### config.mk
export PLATFORM = sky130hd
export DESIGN_NAME = dma_periph_requester
export DESIGN_NICKNAME = d
export VERILOG_FILES = /design/src/rtl/dma_periph_pkg.sv /design/src/rtl/dma_periph_fifo.sv /design/src/rtl/dma_periph_requester.sv
export SDC_FILE = /design/constraint.sdc
export NUM_CORES = 1
export LEC_CHECK = 0
export ABC_AREA = 1
export BUFFER_PORTS_ARGS = -buffer_cell sky130_fd_sc_hd__buf_2
export CORE_UTILIZATION = 41
export DETAILED_ROUTE_END_ITERATION = 16
export PLACE_DENSITY = 0.64
export RECOVER_POWER = 25
export SLEW_MARGIN = 15
export SYNTH_ARGS = -nofsm -noshare
export SYNTH_HDL_FRONTEND = slang
export SYNTH_HIERARCHICAL = 1
export SYNTH_SLANG_ARGS = --single-unit
export TNS_END_PERCENT = 50
### constraint.sdc
create_clock -name CLK -period 3.6 [get_ports CLK]
set_input_delay 0.72 -clock CLK [delete_from_list [all_inputs] [get_ports CLK]]
set_output_delay 0.72 -clock CLK [all_outputs]
set_load 0.02 [all_outputs]
### src/rtl/dma_periph_pkg.sv
// Shared types and defaults for the DMA peripheral requester.
package dma_periph_pkg;

  localparam int DATA_W_DEF     = 8;
  localparam int FIFO_DEPTH_DEF = 8;
  localparam int CNT_W_DEF      = 16;

  // Requester FSM states, visible on the debug port of the top.
  typedef enum logic [2:0] {
    IDLE   = 3'd0,
    REQ    = 3'd1,
    ACK    = 3'd2,
    STROBE = 3'd3,
    DONE   = 3'd4
  } state_t;

  // Transfer direction as seen from the device.
  typedef enum logic {
    DEV2MEM = 1'b0,
    MEM2DEV = 1'b1
  } dir_t;

endpackage

### src/rtl/dma_periph_fifo.sv
// Small synchronous FIFO. The caller only raises push/pop when they are legal,
// including push on a full FIFO when a pop happens in the same cycle.
module dma_periph_fifo #(
  parameter int W         = 8,
  parameter int DEPTH     = 8,
  localparam int AW       = $clog2(DEPTH),
  localparam int LVL_W    = AW + 1
) (
  input  logic             clk,
  input  logic             rst_n,
  input  logic             push,
  input  logic [W-1:0]     wdata,
  input  logic             pop,
  output logic [W-1:0]     rdata,
  output logic             full,
  output logic             empty,
  output logic [LVL_W-1:0] level
);

  logic [W-1:0]  mem [DEPTH];
  logic [AW-1:0] wr_ptr;
  logic [AW-1:0] rd_ptr;

  // Storage write; contents need no reset because level gates every read.
  always_ff @(posedge clk) begin
    if (push) mem[wr_ptr] <= wdata;
  end

  // Pointers wrap naturally since DEPTH is a power of two.
  always_ff @(posedge clk or negedge rst_n) begin
    if (!rst_n) begin
      wr_ptr <= '0;
      rd_ptr <= '0;
      level  <= '0;
    end else begin
      if (push) wr_ptr <= wr_ptr + AW'(1);
      if (pop)  rd_ptr <= rd_ptr + AW'(1);
      level <= level + LVL_W'(push) - LVL_W'(pop);
    end
  end

  assign rdata = mem[rd_ptr];
  assign full  = (level == LVL_W'(DEPTH));
  assign empty = (level == '0);

endmodule

### src/rtl/dma_periph_requester.sv
// Device end of an 8237A-style DMA channel: raises DREQ, answers DACK with
// IOR_N/IOW_N cycles, drives and senses EOP_N, and buffers data in a FIFO.
//
// Device-side handshake: a word moves when valid and ready are both high on a
// rising CLK edge; dev_wready = !full and dev_rvalid = !empty, data is stable
// while valid is high. The push side is only used when cfg_dir = DEV2MEM and
// the pop side only when cfg_dir = MEM2DEV.
module dma_periph_requester
  import dma_periph_pkg::*;
#(
  parameter int DATA_W     = DATA_W_DEF,
  parameter int FIFO_DEPTH = FIFO_DEPTH_DEF,
  parameter int CNT_W      = CNT_W_DEF,
  localparam int LVL_W     = $clog2(FIFO_DEPTH) + 1
) (
  input  logic              CLK,
  input  logic              RESET,
  input  logic              cfg_enable,
  input  logic              cfg_dir,
  input  logic              cfg_demand,
  input  logic [CNT_W-1:0]  cfg_len,
  input  logic [DATA_W-1:0] dev_wdata,
  input  logic              dev_wvalid,
  output logic              dev_wready,
  output logic [DATA_W-1:0] dev_rdata,
  output logic              dev_rvalid,
  input  logic              dev_rready,
  output logic              DREQ,
  input  logic              DACK,
  input  logic              IOR_N,
  input  logic              IOW_N,
  input  logic [DATA_W-1:0] DB_IN,
  output logic [DATA_W-1:0] DB_OUT,
  output logic              DB_OE,
  input  logic              EOP_N_IN,
  output logic              EOP_N_OUT,
  output logic              done,
  output logic              err,
  output state_t            dbg_state,
  output logic [CNT_W-1:0]  dbg_count,
  output logic [LVL_W-1:0]  dbg_level
);

  state_t             state;
  dir_t               dir;
  logic [CNT_W-1:0]   count;
  logic [DATA_W-1:0]  lat;
  logic               en_q;
  logic               eop_seen;
  logic               dreq_seen;

  logic               strb_n;
  logic               wrong_n;
  logic               in_xfer;
  logic               complete;
  logic               push_req;
  logic               pop_req;
  logic               push_eff;
  logic               pop_eff;
  logic               push_blocked;
  logic               xfer_done;
  logic               eop_now;
  logic               term;
  logic               ready_cur;
  logic               ready_post;
  logic               dreq_ok;
  logic               arm;
  logic               err_set;
  logic [LVL_W-1:0]   level;
  logic [LVL_W-1:0]   level_next;
  logic [DATA_W-1:0]  fifo_wdata;
  logic [DATA_W-1:0]  fifo_rdata;
  logic               full;
  logic               empty;

  assign dir     = dir_t'(cfg_dir);
  // The strobe that moves data in the armed direction, and the one that must not appear.
  assign strb_n  = (dir == MEM2DEV) ? IOW_N : IOR_N;
  assign wrong_n = (dir == MEM2DEV) ? IOR_N : IOW_N;
  assign in_xfer = (state == ACK) || (state == STROBE);

  // Completion edge: strobe was low last edge (we are in STROBE) and is now high.
  assign complete = (state == STROBE) && strb_n;

  // FIFO ends: DMA pops in DEV2MEM and pushes in MEM2DEV; device uses the other end.
  assign push_req = (dir == MEM2DEV) ? complete : dev_wvalid;
  assign pop_req  = (dir == DEV2MEM) ? complete : dev_rready;
  assign pop_eff  = pop_req && !empty;
  assign push_eff = push_req && (!full || pop_eff);

  // A DMA write into a full FIFO is refused and does not count as a transfer.
  assign push_blocked = (dir == MEM2DEV) && complete && !push_eff;
  assign xfer_done    = complete && !push_blocked;

  assign level_next = level + LVL_W'(push_eff) - LVL_W'(pop_eff);
  assign ready_cur  = (dir == MEM2DEV) ? !full : !empty;
  assign ready_post = (dir == MEM2DEV) ? (level_next != LVL_W'(FIFO_DEPTH))
                                       : (level_next != '0);

  // Demand mode keeps DREQ through DACK; single mode drops it while DACK is high.
  assign dreq_ok = cfg_enable && ready_post && (cfg_demand || !DACK);
  assign arm     = cfg_enable && !en_q;

  // Our own EOP pull-down is excluded so a wired-AND EOP line is not self-detected.
  assign eop_now = in_xfer && DACK && !EOP_N_IN && EOP_N_OUT;
  assign term    = (count == CNT_W'(1)) || eop_seen || eop_now;

  assign err_set = (!DACK && (!IOR_N || !IOW_N) && !dreq_seen)
                || (DACK && !wrong_n)
                || push_blocked;

  assign DB_OE     = in_xfer && (dir == DEV2MEM) && DACK && !IOR_N;
  assign DB_OUT    = fifo_rdata;
  assign EOP_N_OUT = !(in_xfer && DACK && !strb_n && (count == CNT_W'(1)));

  assign fifo_wdata = (dir == MEM2DEV) ? lat : dev_wdata;
  assign dev_wready = !full;
  assign dev_rvalid = !empty;
  assign dev_rdata  = fifo_rdata;

  assign dbg_state = state;
  assign dbg_count = count;
  assign dbg_level = level;

  dma_periph_fifo #(
    .W     (DATA_W),
    .DEPTH (FIFO_DEPTH)
  ) u_fifo (
    .clk   (CLK),
    .rst_n (RESET),
    .push  (push_eff),
    .wdata (fifo_wdata),
    .pop   (pop_eff),
    .rdata (fifo_rdata),
    .full  (full),
    .empty (empty),
    .level (level)
  );

  // Requester FSM with registered DREQ/done/err and the block counter.
  always_ff @(posedge CLK or negedge RESET) begin
    if (!RESET) begin
      state     <= IDLE;
      DREQ      <= 1'b0;
      done      <= 1'b0;
      err       <= 1'b0;
      count     <= '0;
      lat       <= '0;
      en_q      <= 1'b0;
      eop_seen  <= 1'b0;
      dreq_seen <= 1'b0;
    end else begin
      en_q <= cfg_enable;
      if (DREQ)             dreq_seen <= 1'b1;
      if (err_set)          err       <= 1'b1;
      if (DACK && !IOW_N)   lat       <= DB_IN;
      if (eop_now)          eop_seen  <= 1'b1;
      if (xfer_done)        count     <= count - CNT_W'(1);
      if (arm) begin
        count    <= cfg_len;
        done     <= 1'b0;
        eop_seen <= 1'b0;
      end
      DREQ <= dreq_ok;
      case (state)
        IDLE: begin
          if (cfg_enable && en_q && !done && ready_cur) state <= REQ;
          else                                          DREQ  <= 1'b0;
        end
        REQ: begin
          if (!cfg_enable) begin
            state <= IDLE;
            DREQ  <= 1'b0;
          end else if (DACK) begin
            state <= ACK;
          end
        end
        ACK: begin
          if (!DACK) begin
            if (cfg_enable && ready_post) state <= REQ;
            else begin
              state <= IDLE;
              DREQ  <= 1'b0;
            end
          end else if (!strb_n && wrong_n) begin
            state <= STROBE;
          end
        end
        STROBE: begin
          if (xfer_done) begin
            eop_seen <= 1'b0;
            if (term) begin
              state <= DONE;
              done  <= 1'b1;
              DREQ  <= 1'b0;
            end else begin
              state <= ACK;
            end
          end else if (push_blocked) begin
            state <= ACK;
          end
        end
        DONE: begin
          DREQ <= 1'b0;
          if (!cfg_enable) state <= IDLE;
        end
        default: begin
          state <= IDLE;
          DREQ  <= 1'b0;
        end
      endcase
    end
  end

endmodule
==> reports/qor.txt <==
Status - finished with violations
Failing checks - capacitance limit, slew limit
EDFF count, synth - 64
Leading cell type in the layout, fill and taps excluded - nand2_1
Ranking of synthesized cells by area - edfxtp_1 33%, dfrtp_1 18%, nand2_1 14%
Worst-Margin Slew - 2344 ps
Tcrit/Tclk final - 83.77%
# H-tree levels - 3
Critical Path, Cell by Cell - clkbuf_1 > inv_1 > nand2_1 > nand3_2 > nand2_1 > nand2_1 > nand2_1 > nand2_4 > ha_1 > inv_1 > ha_1 > inv_1 > fa_1 > nand2_1 > nor3_1 > nand3_1 > nand2_1 > inv_1 > nand2_1 > a21oi_1
Pwr Total - 5.152 mW
Hold Fails Final Rpt - 0
Die W - 121.5 um
Global Route Usage Sum - 18.14%
Sinks on Clock Net - 107
Sw Share - 43.66%
Yosys top cell area share - 32.81%
Cell repeated most along the worst path - nand2_1
Starting DRT DRC Count - 197
Post-synthesis average cell area - 8.502 sq um
Post CTS Setup Buffer Count - 0
Max-cap violations - 1
TNS Setup - 0 ps
Clock Path Buffers - 2
DR WL/cell - 12.97 um
N_diodes - 0
Total nets after synthesis - 748
Combinational share of power - 46.2%
Crit-path slowest cell - fa_1
Final-stage net count - 832
Gate Count Post-Synth - 689
Synthesis Warnings - 6
Vias per cell - 4.587
DP Wirelength - 8990 um
Starting Density - 42.04%
Crit path max-delay family - simple AND/OR/NAND/NOR gates
Number of global-route vias before repair - 4067
Total grt overflow - 0
Worst-path clk slew - 70 ps
HP Class - flop to flop
Synth cell types - 39
PwrDens - 773.0 nW/um^2
DR pass1 iterations - 5
Worst-skew pair later-pin latency - 340 ps
Share of cells above drive strength 1 - 19.41%
Boundary pin count - 89
Synthesized cell area - 5858 sq um
Core Region - 13930 sq um
RSZ-0062 raised after global routing - no
Layout Area Growth over Synthesis - 13.78%
CTS tree - done
Largest net degree at the start of global routing - 44
Seq/Total Area, Yosys - 51.17%
Port Buffer Count - 88
Gp weighted congestion - 0.8006
Final Skew - 9.403 ps
Slew Limit Fails - 44
CTS hold repair buffers - 0
Vert. Die Dim - 121.5 um
Num rows - 43
Post-Place Cells - 942
Setup ws final - 584.3 ps
Critical path arrival - 3230 ps
Primary flip-flop cell chosen by synthesis mapping - edfxtp_1
Yosys top cell by area - edfxtp_1
Cell Int Power - 2.903 mW
CTS Buf Count - 9
Initial antenna violation count - 0
Clock network power share - 17.7%
Crit path launch type - primary input
Die area - 14770 sq um
Worst path required time - 3820 ps
Dpl ws - 405.3 ps
Leak - 3.355 nW
WS Path Type - primary input to flop
Root buffer cell - clkbuf_16
Final setup vio count - 0
Yosys reg bits - 107
Worst-path maximum fanout - 13
Post-synth ARST share - 40.19%
Min Clock Period, post-route - 3016 ps
Most frequent cells in the layout - 223 x nand2_1, 122 x inv_1, 85 x buf_2
Critical path buffer and inverter count - 5
First-pass GRT wire length - 20370 um
Finished Layout Cells - 958
Slew HR - -56.26%
Drt drc - 0
Routed Antenna Nets - 0
Critical path capture point type - flop
CP max stage delay - 480 ps
Peak supply drop - 318.9 uV
Fillers - 1411
FMAX - 331.6 MHz
Final wirelength - 12430 um
Vias - 4394
Seq pwr share - 36.0%
Post_cts resized - 0
P_sw - 2.249 mW
[per-stage QoR]
stage	util (%)	instance area [sq um]	hold slack (ps)
2_1_floorplan	-	5858	424.4
3_3_place_gp	45.88	6394	470.7
3_5_place_dp	45.88	6394	456.4
4_1_cts	47.86	6669	491.1
5_1_grt	47.83	6665	501.3
6_report	47.83	6665	484.1
[path summary, 6_finish.rpt]
check | from | endpoint | slack, ps | cells after the start
worst max-delay path | cfg_dir | dbg_state[0] | 580 | 20
worst min-delay path | DREQ | dreq_seen | 480 | 1
worst max register to register | u_fifo/level[2] | dbg_state[0] | 660 | 20
worst min register to register | DREQ | dreq_seen | 480 | 1
max in group asynchronous | RESET | u_fifo/rd_ptr[0] | 1180 | 1
min in group asynchronous | RESET | dbg_count[6] | 1070 | 1
[cell families (layout without fill, tap and decap cells)]
| group | after synthesis | in the layout | share of synthesized area (%) |
|---|---|---|---|
| xor+xnor | 12 | 12 | 1.794 |
| compound gates | 42 | 42 | 4.207 |
| fa+ha+maj | 16 | 16 | 3.674 |
| flops | 107 | 107 | 51.17 |
| buf+inv | 152 | 241 | 11.79 |
| mux | 8 | 8 | 1.538 |
| simple gates | 352 | 352 | 25.82 |
[area by class of cell]
| cell class | count | area [sq um] | area share [%] |
|---|---|---|---|
| inverters | 126 | 478.0 | 7.171 |
| multi-input cells | 430 | 2170 | 32.55 |
| repair buffers | 99 | 519.2 | 7.791 |
| clock buffers | 14 | 264.0 | 3.961 |
| clock inverters | 2 | 11.26 | 0.1690 |
| well taps | 180 | 225.2 | 3.379 |
| flip-flops and latches | 107 | 2998 | 44.98 |
[power groups by stage]
stage          Clock, mW  Sequential, mW  Combinational (mW)
2_1_floorplan          0            1.91                1.85
3_3_place_gp           0            1.88                2.37
3_5_place_dp           0            1.88                2.40
4_1_cts            0.945            1.85                2.41
5_1_grt            0.990            1.89                2.73
6_report           0.913            1.86                2.38
[state kept, by name (all words and copies together) (netlist names)]
| signal | cells |
|---|---|
| eop_seen | 1 |
| dreq_seen | 1 |
| u_fifo/level | 4 |
| dbg_state | 3 |
| u_fifo/mem | 64 |
| dbg_count | 16 |
| u_fifo/wr_ptr | 3 |
| lat | 8 |
| en_q | 1 |
| DREQ | 1 |
| u_fifo/rd_ptr | 3 |
| err | 1 |
| done | 1 |
[cells in the mapped netlist (6+ instances only)]
library cell / instances
nand2_2: 13
mux2_2: 8
dfrtp_1: 43
inv_1: 121
o21ai_1: 7
edfxtp_1: 64
ha_1: 14
buf_4: 12
nor3_1: 6
nor2_1: 44
xor2_1: 10
nand3_1: 49
o21ai_0: 14
a21oi_1: 9
nand2_1: 223
[per-layer routing]
metal	share of wire (%)	track usage (%)
met5	0	0
met4	0.82	4.321
met3	4.5	3.464
met2	47	29.47
met1	47	25.04
(Power assumes the default switching activity.)
